===== config.mk =====
export PLATFORM = sky130hd
export DESIGN_NAME = dmem_responder
export DESIGN_NICKNAME = d
export VERILOG_FILES = /design/src/rtl/dmem_pkg.sv /design/src/rtl/dmem_array.sv /design/src/rtl/dmem_responder.sv
export SDC_FILE = /design/constraint.sdc
export NUM_CORES = 2
export LEC_CHECK = 0
export CELL_PAD_IN_SITES_DETAIL_PLACEMENT = 0
export CELL_PAD_IN_SITES_GLOBAL_PLACEMENT = 2
export CORE_ASPECT_RATIO = 0.7
export CORE_MARGIN = 2
export CORE_UTILIZATION = 45
export CTS_BUF_LIST = sky130_fd_sc_hd__clkbuf_4 sky130_fd_sc_hd__clkbuf_8
export DETAILED_ROUTE_END_ITERATION = 10
export PLACE_DENSITY = 0.85
export SETUP_SLACK_MARGIN = 0.05
export SYNTH_ARGS = -nofsm -noshare
export SYNTH_HDL_FRONTEND = slang
export SYNTH_HIERARCHICAL = 1
export SYNTH_SLANG_ARGS = --single-unit

===== constraint.sdc =====
create_clock -name clk -period 4.2 [get_ports clk]
set_input_delay 0.63 -clock clk [delete_from_list [all_inputs] [get_ports clk]]
set_output_delay 0.63 -clock clk [all_outputs]
set_load 0.005 [all_outputs]

===== src/rtl/dmem_pkg.sv =====
// dmem_pkg: shared state encoding and default widths for the data-memory responder.
package dmem_pkg;
   typedef enum logic [1:0] {IDLE, WAIT, RESP} state_e;
   localparam int DMEM_ARQ = 16;
   localparam int DMEM_ADDR_SIZE = 13;
endpackage


===== src/rtl/dmem_array.sv =====
// dmem_array: single-port DEPTH x ARQ storage, synchronous write, combinational read.
module dmem_array #(
   parameter int ARQ = 16,
   parameter int DEPTH = 256,
   parameter int AW = $clog2(DEPTH)
) (
   input  logic           clk,
   input  logic           we,
   input  logic [AW-1:0]  addr,
   input  logic [ARQ-1:0] wdata,
   output logic [ARQ-1:0] rdata
);
   logic [ARQ-1:0] mem [DEPTH];
   always_ff @(posedge clk)
      if (we) mem[addr] <= wdata;
   assign rdata = mem[addr];
endmodule


===== src/rtl/dmem_responder.sv =====
// dmem_responder: wait-state memory responder for the MEM stage; latches one request,
// counts down WAIT_CYCLES, then completes it in a single ack cycle.
module dmem_responder
   import dmem_pkg::*;
#(
   parameter int ARQ = DMEM_ARQ,
   parameter int MEMORY_ADDR_SIZE = DMEM_ADDR_SIZE,
   parameter int DEPTH = 256,
   parameter int WAIT_CYCLES = 2
) (
   input  logic                        clk,
   input  logic                        rst,
   input  logic                        rd_en,
   input  logic                        wr_en,
   input  logic [MEMORY_ADDR_SIZE-1:0] addr,
   input  logic [ARQ-1:0]              wr_data,
   output logic [ARQ-1:0]              rd_data,
   output logic                        ack,
   output logic                        err,
   output logic                        stall
);
   localparam int AW = $clog2(DEPTH);
   state_e state_q, state_d;
   logic [3:0] cnt_q, cnt_d;
   logic [MEMORY_ADDR_SIZE-1:0] addr_q, addr_d;
   logic [ARQ-1:0] data_q, data_d, rd_data_q, rd_data_d, arr_rdata;
   logic rd_q, rd_d, wr_q, wr_d;
   logic req, oor, coll, mem_we;
   assign req = rd_en | wr_en;
   assign oor = |(addr_q >> AW);
   assign coll = rd_q & wr_q;
   // Reset in the RESP cycle must not let the write land.
   assign mem_we = (state_q == RESP) & wr_q & ~coll & ~oor & ~rst;
   assign ack = state_q == RESP;
   assign err = ack & (coll | oor);
   assign stall = (state_q == WAIT) | ((state_q == IDLE) & req);
   assign rd_data = rd_data_q;
   always_comb begin
      state_d = state_q;
      cnt_d = cnt_q;
      addr_d = addr_q;
      data_d = data_q;
      rd_d = rd_q;
      wr_d = wr_q;
      rd_data_d = rd_data_q;
      case (state_q)
         IDLE: if (req) begin
            addr_d = addr;
            data_d = wr_data;
            rd_d = rd_en;
            wr_d = wr_en;
            cnt_d = 4'(WAIT_CYCLES);
            state_d = (WAIT_CYCLES == 0) ? RESP : WAIT;
         end
         WAIT: begin
            cnt_d = cnt_q - 4'd1;
            state_d = (cnt_q == 4'd1) ? RESP : WAIT;
         end
         default: begin
            state_d = IDLE;
            cnt_d = '0;
            if (rd_q & ~coll) rd_data_d = oor ? '0 : arr_rdata;
         end
      endcase
   end
   always_ff @(posedge clk) begin
      if (rst) begin
         state_q <= IDLE;
         cnt_q <= '0;
         rd_data_q <= '0;
         addr_q <= '0;
         data_q <= '0;
         rd_q <= 1'b0;
         wr_q <= 1'b0;
      end else begin
         state_q <= state_d;
         cnt_q <= cnt_d;
         rd_data_q <= rd_data_d;
         addr_q <= addr_d;
         data_q <= data_d;
         rd_q <= rd_d;
         wr_q <= wr_d;
      end
   end
   dmem_array #(.ARQ(ARQ), .DEPTH(DEPTH)) u_array (
      .clk(clk),
      .we(mem_we),
      .addr(addr_q[AW-1:0]),
      .wdata(data_q),
      .rdata(arr_rdata)
   );
endmodule


==> summary.md <==
| Metric | Value |
|---|---|
| Avg WL per Cell | `32.18 um` |
| Nets | `7923` |
| Worst-skew pair later-pin latency | `roughly 1.1 ns` |
| CP Max Fanout | `35` |
| Worst Skew | `roughly 0.077 ns` |
| P per Cell Area | `461.2 nW/um2` |
| H-tree levels | `6` |
| WP depth | `10` |
| Hold wc startpoint | `wr_data[6]` |
| Core Area | `347600 um2` |
| Die width | `710.5 um` |
| CTS Buf Count | `590` |
| Largest net degree at the start of global routing | `137` |
| Most common cell after layout, fill and taps aside | `edfxtp_1` |
| Placed inst area | `168600 um2` |
| Final WS setup | `0.2465 ns` |
| Routed vias | `between 80000 and 90000` |
| Hold depth | `3` |
| Startpoint types | `flip-flop` |
| Buf/Inv on CP | `4` |
| Leak | `54.98 nW` |
| CTS root buffer | `clkbuf_8` |
| TritonCTS Sinks | `just over 4000` |
| Reg2Reg Setup Slack | `0.25 ns` |
| Row count | `between 150 and 200` |
| Yosys warning count | `6` |
| Register area share after synthesis | `between 70 and 80%` |
| Reg2reg end | `rd_data[6]$_SDFFE_PP0P_` |
| Final Cell Area | `between 150000 and 200000 um2` |
| Clock buffer depth | `4` |
| CTS tree | `built` |
| Worst path max stage delay | `just under 1 ns` |
| Vias in the first global route | `79310` |
| Final Max Tran Viols | `0` |
| Post-synthesis cell type count | `35` |
| Die area | `~350000 um2` |
| # DRC | `0` |
| I/O Pins | `52` |
| WS Path Type | `reg2reg` |
| Worst slack, placed | `-0.4210 ns` |
| Post-synthesis area per instance | `22.61 um2` |
| Clock-pin slew of the registers on the worst-case setup and hold paths | `0.07 ns` |
| Crit path DAT | `4.89 ns` |
| Final period util | `94.13%` |
| Max-cap violations | `0` |
| Final hold vios | `0` |
| Drt first pass iters | `6` |
| HP Class | `in2reg` |
| GRT Residual Overflow | `0` |
| Setup_tns | `0 ns` |
| Initial antenna violation count | `21` |
| First-pass GRT wire length | `591.5 mm` |
| CP Cell Sequence | `buf_4 > buf_12 > buf_12 > mux4_2 > a22oi_1 > a21oi_1 > buf_4 > o41ai_2 > nand4_1 > a31o_1` |
| Yosys reg bits | `4149` |
| Measured slew at the worst slew-check pin | `approximately 1.3 ns` |
| DP HPWL | `between 200 and 300 mm` |
| Status | `complete, no violations` |
| Multi-input combinational cell area | `31530 um2` |
| Layout cell share with drive strength beyond 1 | `33.51%` |
| Commonest cells after routing, fill and taps aside | `4096 x edfxtp_1, 1024 x mux4_2, 633 x buf_4, 613 x clkbuf_8, 512 x a22oi_1` |
| Syn Inst Count | `6952` |
| Crit path time final | `a little under 4 ns` |
| Register Area | `124100 um2` |
| CP max-delay cell | `o41ai_2` |
| GP Congestion | `0.9039` |
| Peak Freq | `252.9 MHz` |
| Critical path capture point type | `flip-flop` |
| Post-Syn Nets | `6987` |
| Post-Route WL | `418.3 mm` |
| R2R depth | `10` |
| Layout area overhead | `14.61%` |
| Finish-stage setup viols | `0` |
| # port buffers | `51` |
| Routed Antenna Nets | `0` |
| Initial Util | `45.22%` |
| Layout fillers | `26100` |
| Peak VDD IR | `318.6 uV` |
| Worst slew margin | `11.48%` |
| Chip height | `498.5 um` |
| Unrepaired setup endpoints after global routing | `no` |
| Hold endpoint | `data_q[6]$_SDFFE_PP0P_` |
| Critical Path RT | `between 5 and 6 ns` |
| Crit-path leading delay family | `compound AO/OA/AOI/OAI gates` |
| Hold Worst Slack | `0.1061 ns` |
| Reg2reg start | `addr_q[0]$_SDFFE_PP0P_` |
| Vias/cell | `a little over 6` |
| Post-Syn Area | `157200 um2` |
| Initial DRC count | `13130` |
| Total GRT Usage | `23.33%` |
-- what timing repair did --
item / in CTS / in global routing
buffers inserted: 1 / 10
pin swaps: 0 / 0
gates resized for setup: 11 / 2
setup endpoints to repair: 12 / 14
hold buffers: 0 / 0
-- registers in the layout, indices dropped and copies added, names as in the netlist --
signal / flops
u_array/mem: 4096
data_q: 16
rd_data: 16
addr_q: 13
cnt_q: 4
state_q: 2
rd_q: 1
wr_q: 1
-- logic make-up after synthesis --
family / Yosys count / share of synthesized area (%)
buffers and inverters: 449 / 1.296
adder cells (fa/ha/maj): 2 / 0.01591
flip-flops: 4149 / 78.91
AND/OR/NAND/NOR: 411 / 1.175
AO/OA/AOI/OAI: 917 / 3.932
multiplexers: 1024 / 14.67
-- power by group --
part	switching [W]	total, W	internal [W]
registers	0.000302	0.0461	0.0458
clock network	0.0150	0.0311	0.0161
logic	0.00368	0.00588	0.00220
total	0.0190	0.0831	0.0641
-- area by class of cell --
cell class              count  area share, %
repair buffers            788          4.073
diodes                      3       0.004166
clock buffers             843          5.640
clock inverters           191         0.6465
multi-input cells        2354          17.50
flip-flops and latches   4149          68.89
well taps                4666          3.240
inverters                   5        0.01042
-- how the worst max path moves through the flow --
stage,endpoint,slack (ns),start
floorplan,u_array/mem[155][0]$_DFFE_PP_,0.52,rst
global placement,rd_data[2]$_SDFFE_PP0P_,-0.65,addr_q[1]$_SDFFE_PP0P_
detailed placement,rd_data[3]$_SDFFE_PP0P_,-0.42,addr_q[0]$_SDFFE_PP0P_
CTS,rd_data[3]$_SDFFE_PP0P_,0.02,addr_q[1]$_SDFFE_PP0P_
global route,rd_data[14]$_SDFFE_PP0P_,0.22,addr_q[0]$_SDFFE_PP0P_
finish,rd_data[6]$_SDFFE_PP0P_,0.25,addr_q[0]$_SDFFE_PP0P_
-- metal layers --
| metal | vias up | track usage [%] | part of all wire [%] |
|---|---|---|---|
| met5 | - | 0 | 0.032 |
| met4 | 14 | 6.578 | 2.8 |
| met3 | 651 | 7.552 | 15 |
| met2 | 5818 | 32.73 | 43 |
| met1 | 42440 | 35.16 | 39 |
| li1 | 31750 | - | - |
-- cell usage after synthesis (all sizes together) --
| library cell | n | share of area, % |
|---|---|---|
| or2 | 4 | 0.016 |
| ha | 2 | 0.016 |
| and2 | 3 | 0.012 |
| mux4 | 1024 | 15 |
| inv | 5 | 0.012 |
| buf | 175 | 0.64 |
| clkbuf | 269 | 0.64 |
| o221a | 1 | 0.0072 |
| edfxtp | 4096 | 78 |
| a31oi | 2 | 0.0080 |
| o21ai | 31 | 0.099 |
| o41ai | 64 | 0.36 |
| nand2b | 8 | 0.032 |
| a211oi | 1 | 0.0048 |
| nand4 | 16 | 0.064 |
| nand3 | 46 | 0.15 |
| or3 | 3 | 0.012 |
| and3b | 1 | 0.0056 |
| a21oi | 290 | 0.92 |
| nor3b | 16 | 0.076 |
| dfxtp | 53 | 0.67 |
| nor2 | 234 | 0.56 |
| nor3 | 33 | 0.11 |
| a22oi | 512 | 2.4 |
| and4b | 1 | 0.0064 |
| or3b | 1 | 0.0056 |
| nor2b | 10 | 0.040 |
| nand2 | 34 | 0.081 |
| or4 | 1 | 0.0072 |
| a31o | 16 | 0.089 |
-- tightest hold or removal path, cell delays in order --
cell and delay, ns:
clkdlybuf4s50_1 0.40, nand3_1 0.06, a21oi_1 0.05
-- through the flow --
step | total power, W | util, % | instances
floorplan | 0.05017 | - | 6952
global route | 0.08554 | 51.83 | 13000
global placement | 0.05267 | 48.49 | 11950
finish | 0.08311 | 51.83 | 13000
CTS | 0.08347 | 51.79 | 12990
detailed placement | 0.05280 | 48.50 | 11950
(Power assumes the default switching activity.)
